## config.mk

```make
export PLATFORM = sky130hd
export DESIGN_NAME = core_pipe_ctrl
export DESIGN_NICKNAME = d
export VERILOG_FILES = /design/src/rtl/core_pipe_ctrl.sv
export SDC_FILE = /design/constraint.sdc
export NUM_CORES = 1
export LEC_CHECK = 0
export CAP_MARGIN = 20
export CORE_MARGIN = 2
export CORE_UTILIZATION = 36
export CTS_CLUSTER_SIZE = 12
export DETAILED_ROUTE_END_ITERATION = 8
export PLACE_DENSITY_LB_ADDON = 0.12
export SKIP_CTS_REPAIR_TIMING = 1
export SLEW_MARGIN = 30
export SYNTH_ARGS = -nofsm -noshare
export SYNTH_HDL_FRONTEND = slang
export SYNTH_SLANG_ARGS = --single-unit
```

## constraint.sdc

```tcl
create_clock -name clk -period 2.45 [get_ports clk]
set_input_delay 0.49 -clock clk [delete_from_list [all_inputs] [get_ports clk]]
set_output_delay 0.49 -clock clk [all_outputs]
set_load 0.01 [all_outputs]
```

## src/rtl/core_pipe_ctrl.sv

```systemverilog
// Pipeline control unit: redirect arbitration, flush sequencing, WFI sleep,
// stall gating and the instructions-retired counter backing minstret.
module core_pipe_ctrl #(
  parameter int unsigned STALL_REQ_NUM = 1,
  parameter int unsigned JUMP_SRC_NUM  = 2,
  parameter int unsigned FLUSH_CYCLES  = 2,
  parameter int unsigned CNT_W         = 64
) (
  input  logic                       clk,
  input  logic                       rst,
  input  logic [STALL_REQ_NUM-1:0]   stall_req,
  input  logic [JUMP_SRC_NUM-1:0]    jump_en_src,
  input  logic [32*JUMP_SRC_NUM-1:0] jump_addr_src,
  input  logic                       wait_for_interrupt,
  input  logic                       any_interrupt_come,
  input  logic                       valid_interrupt_request,
  input  logic                       exception_occurred,
  input  logic [31:0]                exception_jump_addr,
  input  logic                       retire_cnt_inhibit,
  input  logic                       retire_cnt_wr_en,
  input  logic [CNT_W-1:0]           retire_cnt_wr_data,
  output logic [31:0]                jump_addr,
  output logic                       jump_en,
  output logic                       hold_flag,
  output logic                       stall_n,
  output logic                       clearing_pipeline,
  output logic                       instruction_retire,
  output logic [CNT_W-1:0]           retire_cnt,
  output logic [1:0]                 ctrl_state
);

  localparam int unsigned NOP_W = $clog2(FLUSH_CYCLES + 1);
  localparam logic [NOP_W-1:0] NOP_LOAD = NOP_W'(FLUSH_CYCLES);
  localparam logic [NOP_W-1:0] NOP_ONE  = NOP_W'(1);

  typedef enum logic [1:0] {
    RUN   = 2'd0,
    FLUSH = 2'd1,
    WFI   = 2'd2
  } state_t;

  state_t           state;
  state_t           state_next;
  logic [NOP_W-1:0] nop_cnt;
  logic [NOP_W-1:0] nop_next;
  logic [31:0]      src_addr;
  logic             src_found;
  logic             waiting;

  // Lowest-index asserted source wins; source 0 is the idle default.
  always_comb begin
    src_addr  = jump_addr_src[31:0];
    src_found = 1'b0;
    for (int unsigned i = 0; i < JUMP_SRC_NUM; i++) begin
      if (!src_found && jump_en_src[i]) begin
        src_addr  = jump_addr_src[32*i +: 32];
        src_found = 1'b1;
      end
    end
  end

  assign jump_addr = exception_occurred ? exception_jump_addr : src_addr;
  assign jump_en   = exception_occurred | (|jump_en_src);
  assign hold_flag = jump_en | valid_interrupt_request;

  assign clearing_pipeline  = (nop_cnt != '0);
  assign waiting            = !any_interrupt_come &
                              ((state == WFI) | ((state == RUN) & wait_for_interrupt));
  assign stall_n            = !((|stall_req) | waiting);
  assign instruction_retire = !(clearing_pipeline | exception_occurred) & (jump_en | stall_n);
  assign ctrl_state         = state;

  always_ff @(posedge clk or posedge rst) begin
    if (rst) begin
      state   <= RUN;
      nop_cnt <= '0;
    end else begin
      state   <= state_next;
      nop_cnt <= nop_next;
    end
  end

  always_comb begin
    state_next = state;
    nop_next   = nop_cnt;
    case (state)
      RUN: begin
        nop_next = '0;
        if (hold_flag) begin
          state_next = FLUSH;
          nop_next   = NOP_LOAD;
        end else if (wait_for_interrupt && !any_interrupt_come) begin
          state_next = WFI;
        end
      end
      FLUSH: begin
        // A new redirect restarts the whole bubble window; stalls do not pause it.
        if (hold_flag) begin
          nop_next = NOP_LOAD;
        end else if (nop_cnt <= NOP_ONE) begin
          state_next = RUN;
          nop_next   = '0;
        end else begin
          nop_next = nop_cnt - NOP_ONE;
        end
      end
      WFI: begin
        if (hold_flag) begin
          state_next = FLUSH;
          nop_next   = NOP_LOAD;
        end else if (any_interrupt_come) begin
          state_next = RUN;
          nop_next   = '0;
        end
      end
      default: begin
        state_next = RUN;
        nop_next   = '0;
      end
    endcase
  end

  always_ff @(posedge clk or posedge rst) begin
    if (rst) begin
      retire_cnt <= '0;
    end else if (retire_cnt_wr_en) begin
      retire_cnt <= retire_cnt_wr_data;
    end else if (instruction_retire && !retire_cnt_inhibit) begin
      retire_cnt <= retire_cnt + CNT_W'(1);
    end
  end

endmodule

```

==> reports/summary.md, run 1 <==
The flow ran to the end, and the final reports show no timing, DRC or antenna violations. The logs give 47 for the count of cell types in the netlist and 0 for the Yosys warning count. The relative slew slack was 0.5715; the total net switching power was 1.110 mW.

The setup slack at placement is -504.1 ps, and the fraction of power consumed by the clock network is 0.339. CTS saw 68 sinks. The global router's overall resource usage is 0.2763, and the worst-margin pin slew is 641.8 ps.

The initial antenna violation count was 0. The total overflow left after global routing is 0. The first-pass GRT wire length came out at 31,810 um.

Entering global routing, the biggest net connects 60 pins. The multiplexer fraction of the synthesized cell area was 0.06731. The combinational share of power was 0.305; the maximum cell stage delay along the critical path was 580 ps.

The share of total power in sequential cells was 0.356. The average via count per standard cell came out at 5.759. For this run, the leading register cell type out of synthesis is dfrtp_1.

Synthesis inferred 68 register bits. The fraction of power spent switching nets is 0.2902. The residual antenna-violating net count after detailed routing was 0; the fraction of registers with async set/reset was 1.000. The die covers 14,580 um^2. The tools report the final number of hold-violating endpoints as 0.

At the later pin of the worst-skew pair, clock insertion delay measures 340 ps. The fraction of layout instances using a drive strength above 1 is 0.1172, and the setup slack of the critical path after layout is 10.15 ps. The routed layout has 6,467 vias. The simple-gate share of the synthesized area was 0.3253. For the worst setup path, the data required time is 1960 ps. On the final layout, the worst clock skew is 6.320 ps.

Across the run, the number of max-cap violations was 0. The library cell used most frequently in the layout, excluding fill and tap cells, is clkdlybuf4s50_1. The run gives 3.825 mW as the total power. The type of the most critical hold path was in2async.

In the routed design, unresolved DRC markers number 0. The xor/xnor cell area share of the yosys netlist came out at 0.03213. The combinational family with the most area after synthesis was simple AND/OR/NAND/NOR gates. Compared with the post-synthesis result, the final layout area differs by 79.50%. The area share of the largest cell type after synthesis was 0.3468.

In this run the worst path has a maximum fanout of 15. The worst setup path is launched from a primary input. TritonCTS built the clock tree. The critical path endpoint category was an output port. The largest total area in the synthesized netlist belongs to dfrtp_1.

The number of enable flip-flop cells after synthesis is 0, and the die span in x is 120.8 um. Critical path class: in2out. In this run the deepest clock path goes through 2 buffers. For the worst setup path, the data arrival time is 1950 ps. In this design, the largest share of critical-path delay is due to buffers and inverters. The power density over cell area is 434.3 nW/um^2.

On the critical path, the stage with the largest delay is an instance of clkdlybuf4s50_1. For the starting utilization of the core area, the log shows 0.3691. CTS placed an instance of clkbuf_16 at the clock tree root. The cell count after synthesis came out at 624.

The H-tree was split into 3 levels. The adder-cell share of the synthesized area is 0.002550, and the CTS buffer count is 9. Setup repair after global routing could not meet its margin everywhere. The final clock period utilization by the worst path was 0.9959. In the final design database the tool counted 1,115 nets. The row count was 42; the internal power contribution was 2.715 mW.

The maximum achievable frequency came out at 409.9 MHz. The count of boundary I/O pins is 274, and the final RePlAce weighted congestion is 0.9073. After detailed routing, the total wire length is 21,360 um. Summed over all cells, the static leakage comes to 3.549 nW. Once detailed placement completed, the half-perimeter wirelength came to 16,180 um.

The max-slew violation count was 0; the minimum clock period was 2440 ps. The area fraction in compound gates after synthesis is 0.1892. The via count of the first global-routing pass was 6,022.

Counting every net in the synthesized netlist gives 796. The proportion of synthesized chip area in sequential cells came out at 0.3468. For the core region area, the log shows 13,300 um^2. The clock-pin slew of the registers on the worst-case setup and hold paths came out at 60 ps. The library cells used most frequently in the layout, excluding fill and tap cells, are clkdlybuf4s50_1, nand2_1, dfrtp_1. The vertical die dimension was 120.8 um. Sorting the synthesized cells by area gives the leading types as dfrtp_1, nand2_1, mux2i_1. The number of buffers added on ports was 273. The tools report the count of inserted antenna diode cells as 0. The critical path goes through dlymetal6s2s_1, nand2b_4, clkbuf_16, mux2i_1, o21ai_0, clkdlybuf4s50_1. Maximum resistive drop on vdd: 0.0003083 V. For this block, the initial DRC count from the detailed router was 643. Together, buffers and inverters on the worst path number 3. The first detailed-routing pass took 5 iterations. The mapped netlist covers 4907 um^2. The final setup violation count is 0, and the routed wirelength normalized by instance count is 19.02 um.

A synthesized cell averages 7.864 um^2.
==> routing by layer <==
metal | vias up | GRT usage | share of wire
met3 | 42 | 0.05896 | 0.084
li1 | 2998 | - | -
met5 | - | 0 | 0
met2 | 347 | 0.4495 | 0.48
met1 | 3080 | 0.3809 | 0.42
met4 | 0 | 0.05305 | 0.014
==> flip-flops by register name (all words and copies together) (netlist names) <==
signal	cells
ctrl_state	2
nop_cnt	2
retire_cnt	64
==> Yosys cell counts (2+ instances only) <==
library cell and instances:
a211o_1 2, a21oi_1 3, a31oi_1 35, and2_1 2
and3_1 7, and4_1 2, buf_1 3, buf_2 2
clkbuf_1 33, dfrtp_1 68, inv_1 7, mux2i_1 33
nand2_1 90, nand2b_1 4, nand3_1 37, nand4_1 32
nor2_1 55, nor3_1 11, nor4_1 19, o21ai_0 63
o311ai_0 11, o31a_1 5, o31ai_1 20, or2_2 5
or3_1 15, or4_1 22, or4b_2 2, xnor2_1 15
xor2_1 3
==> final timing paths <==
| check | cells after the start | startpoint | slack [ps] | end |
|---|---|---|---|---|
| max reg2reg | 9 | nop_cnt[0]$_DFFE_PP0P_ | 80 | retire_cnt[31]$_DFFE_PP0P_ |
| max | 6 | jump_en_src[0] | 10 | jump_addr[9] |
| min | 2 | rst | 510 | retire_cnt[53]$_DFFE_PP0P_ |
| min reg2reg | 2 | ctrl_state[1]$_DFFE_PP0P_ | 590 | ctrl_state[0]$_DFFE_PP0P_ |
| min in group clk | 2 | ctrl_state[1]$_DFFE_PP0P_ | 590 | ctrl_state[0]$_DFFE_PP0P_ |
| max in group asynchronous | 3 | rst | 1290 | retire_cnt[4]$_DFFE_PP0P_ |
==> kinds of logic (layout without fill, tap and decap cells) <==
| group | count (synthesis) | count (layout) |
|---|---|---|
| AO/OA/AOI/OAI | 145 | 145 |
| flip-flops | 68 | 68 |
| adder cells (fa/ha/maj) | 1 | 1 |
| AND/OR/NAND/NOR | 312 | 312 |
| multiplexers | 33 | 33 |
| buffers and inverters | 47 | 370 |
| XOR/XNOR | 18 | 18 |
==> per-stage QoR <==
stage	utilization	instances	setup TNS, ps	area, um^2	hold slack, ps
3_5_place_dp	0.6203	1096	-27770	8247	581.2
3_3_place_gp	0.6203	1096	-24400	8247	562.5
6_report	0.6625	1123	0	8808	508.3
2_1_floorplan	-	624	0	4911	533.4
5_1_grt	0.6625	1123	-121.5	8808	551.7
4_1_cts	0.6417	1111	-11990	8532	515.8
==> layout make-up <==
type                            count  area, um^2
Clock buffer                       13       250.2
Clock inverter                      2       35.03
Fill cell                        1119        4487
Inverter                            8       30.03
Multi-Input combinational cell    509        3105
Sequential cell                    68        1703
Tap cell                          176       220.2
Timing Repair Buffer              347        3465
==> power groups by stage <==
stage	clock network [mW]	logic, mW	registers (mW)
after floorplan	0	0.357	1.39
after global placement	0	1.11	1.37
after detailed placement	0	1.13	1.37
after CTS	1.31	1.14	1.35
after global routing	1.36	1.25	1.37
final	1.30	1.17	1.36
Power figures use the tool's default switching activity.
==> inputs of run 2 (changes only) <==
--- a/config.mk
+++ b/config.mk
@@ -6,10 +6,12 @@
 export NUM_CORES = 1
 export LEC_CHECK = 0
 export CAP_MARGIN = 20
+export CORE_ASPECT_RATIO = 1.1
 export CORE_MARGIN = 2
 export CORE_UTILIZATION = 36
 export CTS_CLUSTER_SIZE = 12
 export DETAILED_ROUTE_END_ITERATION = 8
+export GPL_ROUTABILITY_DRIVEN = 0
 export PLACE_DENSITY_LB_ADDON = 0.12
 export SKIP_CTS_REPAIR_TIMING = 1
 export SLEW_MARGIN = 30
==> reports/summary.md, run 2 (synthesis results as in run 1) <==
The flow ran to the end, and the final reports show no timing, DRC or antenna violations. The largest net degree at the start of global routing was 50 (-17%). The tools report the relative slew slack as 0.6056 (+0.03417).

For the final setup violation count, the log shows 0 (unchanged). Worst reg2reg path startpoint: nop_cnt[0]$_DFFE_PP0P_. The tools report the deepest level of the CTS H-tree as 3 (unchanged). Relative to the synthesized area, the layout overhead comes to 80.90%. For the final worst clock skew, the log shows 8.951 ps (+2.630 ps). For the residual antenna-violating net count after detailed routing, the log shows 0 (unchanged).

The DRC violations left is 0 (unchanged). The worst setup path is captured at a register. Most common library cell in the layout ignoring fill and taps: clkdlybuf4s50_1. For the total overflow reported by the global router, the log shows 0 (unchanged). The worst-margin pin slew is 591.5 ps (-50.31 ps). Leaving out fill and tap cells, the most frequent cells in the layout are clkdlybuf4s50_1, nand2_1, buf_4. The tree is rooted in a clkbuf_16.

The final number of hold-violating endpoints is 0 (unchanged). The fraction of power consumed by the clock network came out at 0.334 (-0.005). For the worst hold slack after final layout, the log shows 504.0 ps (-4.286 ps). The starting utilization of the core area came out at 0.3699 (+0.0007657). The routed wirelength normalized by instance count was 17.97 um (-5.5%). Row count: 44 (+4.8%). The number of sinks on the clock net was 68 (unchanged); the minimum clock period was 2407 ps (-32.85 ps).

The path class of the tightest hold or removal check is in2async. The utilization of the core after routing is 0.6691 (+0.006561). The logs give 2710 ps (+750 ps) for the required time of the worst setup path and 6,266 (+4.1%) for the via count of the first global-routing pass. The net total in the final layout is 1,121 (+0.54%), and the internal power contribution is 2.631 mW (-3.1%). The final clock period utilization by the worst path is 0.9824 (-0.01341). The worst-case clock buffer depth came out at 2 (unchanged). Depth of the most critical reg-to-reg path: 7 (-2). The number of buffers added on ports came out at 273 (unchanged).

The logs give 3.775 nW (+6.4%) for the leakage power and 70 ps (about the same) for the internal reg-to-reg setup slack. For the setup slack at placement, the log shows -449.9 ps (+54.23 ps). The area of the die was 14,580 um^2 (about the same); the count of boundary I/O pins was 274 (unchanged). The average via count per standard cell is 5.588 (-3.0%).

The maximum resistive drop on vdd is 0.0003012 V (-2.3%). The logs give 9 (unchanged) for the CTS buffer count and 0 (unchanged) for the max-slew violation count. The initial DRC count is 551 (-14%). The die span in x was 115.3 um (-4.5%); the placed wire-length estimate after detailed placement was 15,770 um (-2.6%). The power density over cell area is 422.4 nW/um^2 (-2.7%), and the initial antenna violation count is 0 (unchanged). The fraction of power spent switching nets is 0.2984 (+0.008145), and the clock latency on the worst-skew pair is 340 ps (about the same). In this run the critical register-to-register path is captured at retire_cnt[49]$_DFFE_PP0P_. The tools report the first-pass GRT wire length as 30,970 um (-2.6%). The count of inserted antenna diode cells was 0 (unchanged).

TritonCTS built the clock tree. The critical path class was in2reg. The number of max-cap violations came out at 0 (unchanged). The maximum achievable frequency was 415.5 MHz (+1.4%). The fraction of layout instances using a drive strength above 1 came out at 0.1289 (+0.01172). The logs give 13,270 um^2 (-0.21%) for the core region area and 1,098 (-1.9%) for the fill cell total of the finished layout. The register area came out at 1703 um^2 (unchanged). For the setup slack of the critical path after layout, the log shows 43.00 ps (+32.85 ps). The detailed-router iteration count before antenna repair is 5 (unchanged). The clock-pin slew of the registers on the worst-case setup and hold paths is 60 ps (about the same).

The critical-path maximum fanout was 6 (-9); the vertical die dimension was 126.5 um (+4.7%). The combinational share of power is 0.306 (about the same), and the flip-flop count of the largest register, all copies and words added is 64 (unchanged). The startpoint class of the critical path is a primary input. The filler-free cell count of the finished design came out at 1,138 (+1.3%). The total net switching power is 1.119 mW (+0.79%), and the wire length reported by the detailed router is 20,450 um (-4.3%).

More flip-flops sit in one register than any other, and that register is retire_cnt. The run gives 3115 um^2 (+0.32%) as the area occupied by multi-input gates. The global router's overall resource usage was 0.2660 (-0.01036).

The cell total after placement is 1,116 (+1.8%). The run gives 0.360 (+0.004) as the share of total power in sequential cells. The total via count after detailed routing was 6,359 (-1.7%); the arrival time reported for the critical path endpoint was 2670 ps (+720 ps).
[run 2: layout make-up]
| type | count | area share |
|---|---|---|
| flip-flops and latches | 68 | 0.1918 |
| well taps | 184 | 0.02593 |
| repair buffers | 353 | 0.3963 |
| clock inverters | 4 | 0.002678 |
| multi-input cells | 509 | 0.3510 |
| clock buffers | 12 | 0.02889 |
| inverters | 8 | 0.003383 |
[run 2: per-layer routing]
metal | up-vias | routed length (um) | GRT usage
li1 | 3018 | - | -
met1 | 3023 | 7869 | 0.3098
met2 | 281 | 10700 | 0.4826
met3 | 37 | 1400 | 0.05829
met4 | 0 | 478 | 0.07796
met5 | - | 0 | 0
[run 2: worst max path at each step]
stage | start | to | depth (start not counted)
2_1_floorplan | nop_cnt[0]$_DFFE_PP0P_ | retire_cnt[43]$_DFFE_PP0P_ | 7
3_3_place_gp | jump_en_src[0] | retire_cnt[23]$_DFFE_PP0P_ | 6
3_5_place_dp | jump_en_src[0] | retire_cnt[23]$_DFFE_PP0P_ | 6
4_1_cts | jump_en_src[0] | jump_addr[8] | 6
5_1_grt | stall_req | retire_cnt[49]$_DFFE_PP0P_ | 8
6_report | stall_req | retire_cnt[49]$_DFFE_PP0P_ | 8
[run 2: critical path: stages]
cell             delay [ps]
clkdlybuf4s50_1         440
buf_6                   140
a2111oi_4               450
nand4_1                 160
buf_6                   170
buf_12                  130
or4_1                   490
a31oi_1                 190
[run 2: through the flow]
stage	setup TNS (ps)	power (mW)	cell area [um^2]
floorplan	0	1.748	4911
global placement	-23180	2.487	8334
detailed placement	-25050	2.509	8334
CTS	-10570	3.758	8615
global route	-11.29	3.918	8877
finish	0	3.750	8877
[run 2: power by group through the flow]
stage	sequential, mW	combinational [mW]	clock (mW)
2_1_floorplan	1.39	0.357	0
3_3_place_gp	1.36	1.13	0
3_5_place_dp	1.36	1.15	0
4_1_cts	1.34	1.15	1.26
5_1_grt	1.36	1.24	1.32
6_report	1.35	1.15	1.25
==> patch 1, RTL diff (flow settings as in run 1) <==
Put one more register stage on the output `retire_cnt`, without a reset. The value now appears one clock later. The other outputs are not delayed to match.
--- a/src/rtl/core_pipe_ctrl.sv
+++ b/src/rtl/core_pipe_ctrl.sv
@@ -39,4 +39,6 @@
     WFI   = 2'd2
   } state_t;
+
+  logic [CNT_W-1:0] retire_cnt_s0;
 
   state_t           state;
@@ -123,10 +125,14 @@
   always_ff @(posedge clk or posedge rst) begin
     if (rst) begin
-      retire_cnt <= '0;
+      retire_cnt_s0 <= '0;
     end else if (retire_cnt_wr_en) begin
-      retire_cnt <= retire_cnt_wr_data;
+      retire_cnt_s0 <= retire_cnt_wr_data;
     end else if (instruction_retire && !retire_cnt_inhibit) begin
-      retire_cnt <= retire_cnt + CNT_W'(1);
+      retire_cnt_s0 <= retire_cnt_s0 + CNT_W'(1);
     end
+  end
+
+  always_ff @(posedge clk) begin
+    retire_cnt <= retire_cnt_s0;
   end
 
Function: changed (a bounded check fails within 4 cycles, from zero or initial values and one cycle with rst high).
==> patch 1 against run 1 <==
First-iteration DRC count is 41% lower; worst hold slack worse by 0.12 ns; combinational power is 5% lower; global-route usage is 4.3 points lower; power is 64% higher; area after synthesis is 28% higher; sequential cell count is 64 higher; die area is 27% higher; count of clock-buffer cells in the layout is 11 higher; cell area is 18% higher; wire length is 3.9% higher; setup slack better by 0.026 ns; non-clock buffer count is 20 lower; critical path type unchanged; largest cell class unchanged; largest power group is now clock.
==> patch 1: results (changes against run 1) <==
----------------------------------------------------
[Setup path]
  Crit path max fanout ... 3 (was 15)
  Largest stage delay on the critical path ... 0.56 ns (was 0.58 ns)
  Worst path arrival time ... 1.92 ns (was 1.95 ns)

[Drt]
  Amount of wire on met3 after detailed routing ... 1150 um (was 1790 um)
  Wirelength per Cell ... 18.3 um (was 19.0 um)
  Routed vias ... 6381 (was 6467)
  Count of routing violations after the opening detailed-route iteration ... 379 (was 643)

[Global routing]
  Global Route Usage Sum ... 23.4% (was 27.6%)
  Met2 demand-to-capacity share in global routing ... 41.7% (was 45.0%)
  Via count of the first global-routing pass ... 6454 (was 6022)
  GR met3 Demand/Resource ... 5.41% (was 5.90%)
  Maximum number of pins on one net before global-route repair ... 69 (was 60)
  Initial antenna violation count ... 4 (was 0)

[Logic synthesis]
  Post-synthesis net count ... 837 (was 796)
  Post-synthesis sequential area ratio ... 47.5% (was 34.7%)
  Ranking of synthesized cells by instance count ... nand2_1, dfrtp_1, dfxtp_1, o21ai_0, nor2_1 (was nand2_1, dfrtp_1, o21ai_0, nor2_1, nand3_1)
  Share of flip-flops with an asynchronous set or reset after synthesis ... 51.5% (was 100%)

[Placement]
  Final HPWL from detailed placement ... 16700 um (was 16200 um)
  RePlAce Congestion ... 1.01 (was 0.907)
  Post-place instance area ... 9560 sq um (was 8250 sq um)

[Power and ir drop]
  Int Pwr ... 4740 uW (was 2720 uW)
  Largest vdd supply drop ... 0.436 mV (was 0.308 mV)

[Run status]
  Run status ... finished, final reports clean (unchanged)

[STA]
  Clock Skews ... 0.00409 ns (was 0.00632 ns)

[Clock network]
  H-tree levels ... 4 (was 3)
  Clock Latency Late Sink ... 0.41 ns (was 0.34 ns)
  CTS buffer count ... 17 (was 9)

[Final layout]
  Share of final-layout standard cells stronger than drive strength 1 ... 12.2% (was 11.7%)

----------------------------------------------------
==> patch 1: kinds of logic after synthesis <==
logic type / synth area share [%]
simple gates: 21.5
fa+ha+maj: 0.199
compound gates: 17.9
buf+inv: 3.92
flops: 47.5
xor+xnor: 3.21
mux: 5.79
==> patch 1: final cells by class <==
cell class / count / area [sq um]
antenna: 4 / 10.0
clock buffer: 24 / 502
clock inverter: 8 / 121
fill: 1469 / 6830
inverter: 18 / 67.6
multi-input combinational: 475 / 3080
sequential: 132 / 2980
tap: 225 / 282
timing repair buffer: 327 / 3310
==> patch 1: final timing paths <==
kind                                        start                  to  slack (ns)  cells after the start
max in group asynchronous                     rst    retire_cnt_s0[7]        1.66                      3
worst min register to register  retire_cnt_s0[63]      retire_cnt[63]        0.39                      0
worst min-delay path            retire_cnt_s0[63]      retire_cnt[63]        0.39                      0
worst max-delay path               jump_en_src[1]  instruction_retire        0.04                      5
min in group asynchronous                     rst   retire_cnt_s0[33]        0.47                      3
worst max register to register         nop_cnt[1]   retire_cnt_s0[40]        0.08                      7
==> patch 1: metrics by stage <==
stage          worst slack, ns  cells  setup TNS [ns]
5_1_grt                -0.0425   1213          -0.115
3_3_place_gp            -0.282   1172          -10.13
6_report                0.0357   1213               0
2_1_floorplan            0.116    665               0
4_1_cts                 -0.352   1204          -10.25
3_5_place_dp            -0.319   1172          -12.04
==> patch 1: power by group through the flow <==
stage / Clock, uW / Sequential (uW) / Combinational, uW
finish: 2630 / 2540 / 1110
global route: 2780 / 2560 / 1200
CTS: 2670 / 2530 / 1120
detailed placement: 0 / 2570 / 1110
global placement: 0 / 2560 / 1110
floorplan: 0 / 2570 / 366
==> patch 2, RTL diff (config.mk and constraints of run 1) <==
Without the edit above. `FLUSH_CYCLES`: 2 -> 1.
--- a/src/rtl/core_pipe_ctrl.sv
+++ b/src/rtl/core_pipe_ctrl.sv
@@ -4,5 +4,5 @@
   parameter int unsigned STALL_REQ_NUM = 1,
   parameter int unsigned JUMP_SRC_NUM  = 2,
-  parameter int unsigned FLUSH_CYCLES  = 2,
+  parameter int unsigned FLUSH_CYCLES  = 1,
   parameter int unsigned CNT_W         = 64
 ) (
Check against the original RTL: not equivalent (a bounded check fails within 4 cycles, from zero or initial values and one cycle with rst high).
==> patch 2 against run 1 <==
The flow now finishes with violations (negative setup slack); cell area up 4.4%; final cell count up 3.5%; area after synthesis up 8.1%; sequential power about the same; sequential cell count down 1; combinational power up 18%; wire length up 1.3%; setup slack worse by 0.12 ns; non-clock buffer count up 3; utilization down 2.7 points; power up 6.3%; die area up 7.9%; largest cell class is now multi-input combinational cells.
==> patch 2: results (changes against run 1) <==
----------------------------------------------------
[Power and ir drop]
  Total leakage power ... 0.00382 uW (was 0.00355 uW)
  Largest vdd supply drop ... 0.311 mV (was 0.308 mV)

[Placement]
  Worst slack at placement ... -0.395 ns (was -0.504 ns)
  Final HPWL from detailed placement ... 16800 um (was 16200 um)
  RePlAce Congestion ... 0.925 (was 0.907)
  Post-place instance area ... 8710 sq um (was 8250 sq um)

[Drt]
  Wirelength per Cell ... 18.6 um (was 19.0 um)
  Count of routing violations after the opening detailed-route iteration ... 418 (was 643)
  Routed vias ... 6501 (was 6467)

[Logic synthesis]
  Largest cells by area after synthesis ... dfrtp_1, mux2i_1, nand2_1 (was dfrtp_1, nand2_1, mux2i_1)
  Post-synthesis sequential area ratio ... 31.6% (was 34.7%)
  Share of flip-flops with an asynchronous set or reset after synthesis ... 100% (unchanged)
  Number of warnings printed during yosys synthesis ... 0 (unchanged)
  Count of distinct cell types in the synthesized netlist ... 58 (was 47)
  Per-instance average area after synthesis ... 8.09 sq um (was 7.86 sq um)
  Post-synthesis net count ... 828 (was 796)

[Setup path]
  Worst path arrival time ... 2.07 ns (was 1.95 ns)
  Worst Setup SP ... wait_for_interrupt (was jump_en_src[0])
  Launch instance of the worst register-to-register path ... clearing_pipeline (was nop_cnt[0])
  Crit path max fanout ... 3 (was 15)
  R2R Path End ... retire_cnt[38] (was retire_cnt[31])

[STA]
  Clock Skews ... 0.00866 ns (was 0.00632 ns)
  Setup violation total in the final timing report ... 6 (was 0)
  Worst hold-check slack ... 0.507 ns (was 0.508 ns)
  Final critical-path setup slack ... -0.109 ns (was 0.0102 ns)
  Summed negative setup slack over all endpoints ... -0.216 ns (was 0 ns)
  Transition time at the pin with the least slew margin ... 0.608 ns (was 0.642 ns)

[Global routing]
  Global Route Usage Sum ... 26.6% (was 27.6%)
  First-pass GRT wire length ... 33800 um (was 31800 um)
  Maximum number of pins on one net before global-route repair ... 68 (was 60)

[Worst hold path]
  Critical hold path startpoint ... ctrl_state[0]
  Hold Crit Class ... reg -> reg (was in -> async)

[Final layout]
  Number of standard cells in the final layout excluding fillers ... 1162 (was 1123)
  Net count of the finished layout ... 1145 (was 1115)
  Antenna Cells ... 0 (unchanged)
  Number of inserted filler cells in the final layout ... 1274 (was 1119)

[Run status]
  Run status ... complete, but fails checks (was finished, final reports clean)
  Violated checks ... negative setup slack

[Job]
  Max_cap viols ... 0 (unchanged)

----------------------------------------------------
patch 2: cell count changes after synthesis, moves of 12 or more:
cell	delta
a31oi_1	-20
nor2b_1	+21
nand4_1	-13
mux2i_1	+20
o21ai_0	-16
nor2_1	-22
a22oi_1	+18
nor4_1	-12
patch 2: how the worst min path moves through the flow:
stage,end,cells after the start
3_5_place_dp,ctrl_state[0],1
4_1_cts,ctrl_state[0],1
5_1_grt,ctrl_state[0],1
2_1_floorplan,ctrl_state[0],1
3_3_place_gp,ctrl_state[0],1
6_report,ctrl_state[0],1
patch 2: power by group:
group	switching (uW)	internal, uW	leakage, uW
Sequential	151	1210	0.000750
Clock	505	811	0.000145
Combinational	595	789	0.00292
Total	1250	2810	0.00382
patch 2: final cells by class:
| class | count | area (sq um) | share of cell area (%) |
|---|---|---|---|
| repair buffers | 350 | 3470 | 37.7 |
| clock inverters | 5 | 52.6 | 0.571 |
| well taps | 184 | 230 | 2.50 |
| flip-flops and latches | 67 | 1680 | 18.2 |
| multi-input cells | 536 | 3490 | 38.0 |
| clock buffers | 11 | 243 | 2.64 |
| inverters | 9 | 33.8 | 0.367 |
patch 2: worst max-delay path, cell delays in order:
cell,delay [ns]
clkdlybuf4s50_1,0.41
or2_1,0.24
a21oi_1,0.31
clkdlybuf4s50_1,0.62
patch 2: cells by family after synthesis:
kind of cell | share of synthesized area, %
buf+inv | 3.94
xor+xnor | 1.98
mux | 10.2
compound gates | 19.4
flops | 31.6
fa+ha+maj | 0.236
simple gates | 32.6
patch 2: layer usage:
metal	up-vias	part of all wire (%)	track usage [%]
met5	-	0	0
met4	0	2.7	10.2
met3	42	6.2	6.20
met2	265	52	47.0
met1	3081	39	31.3
li1	3113	-	-
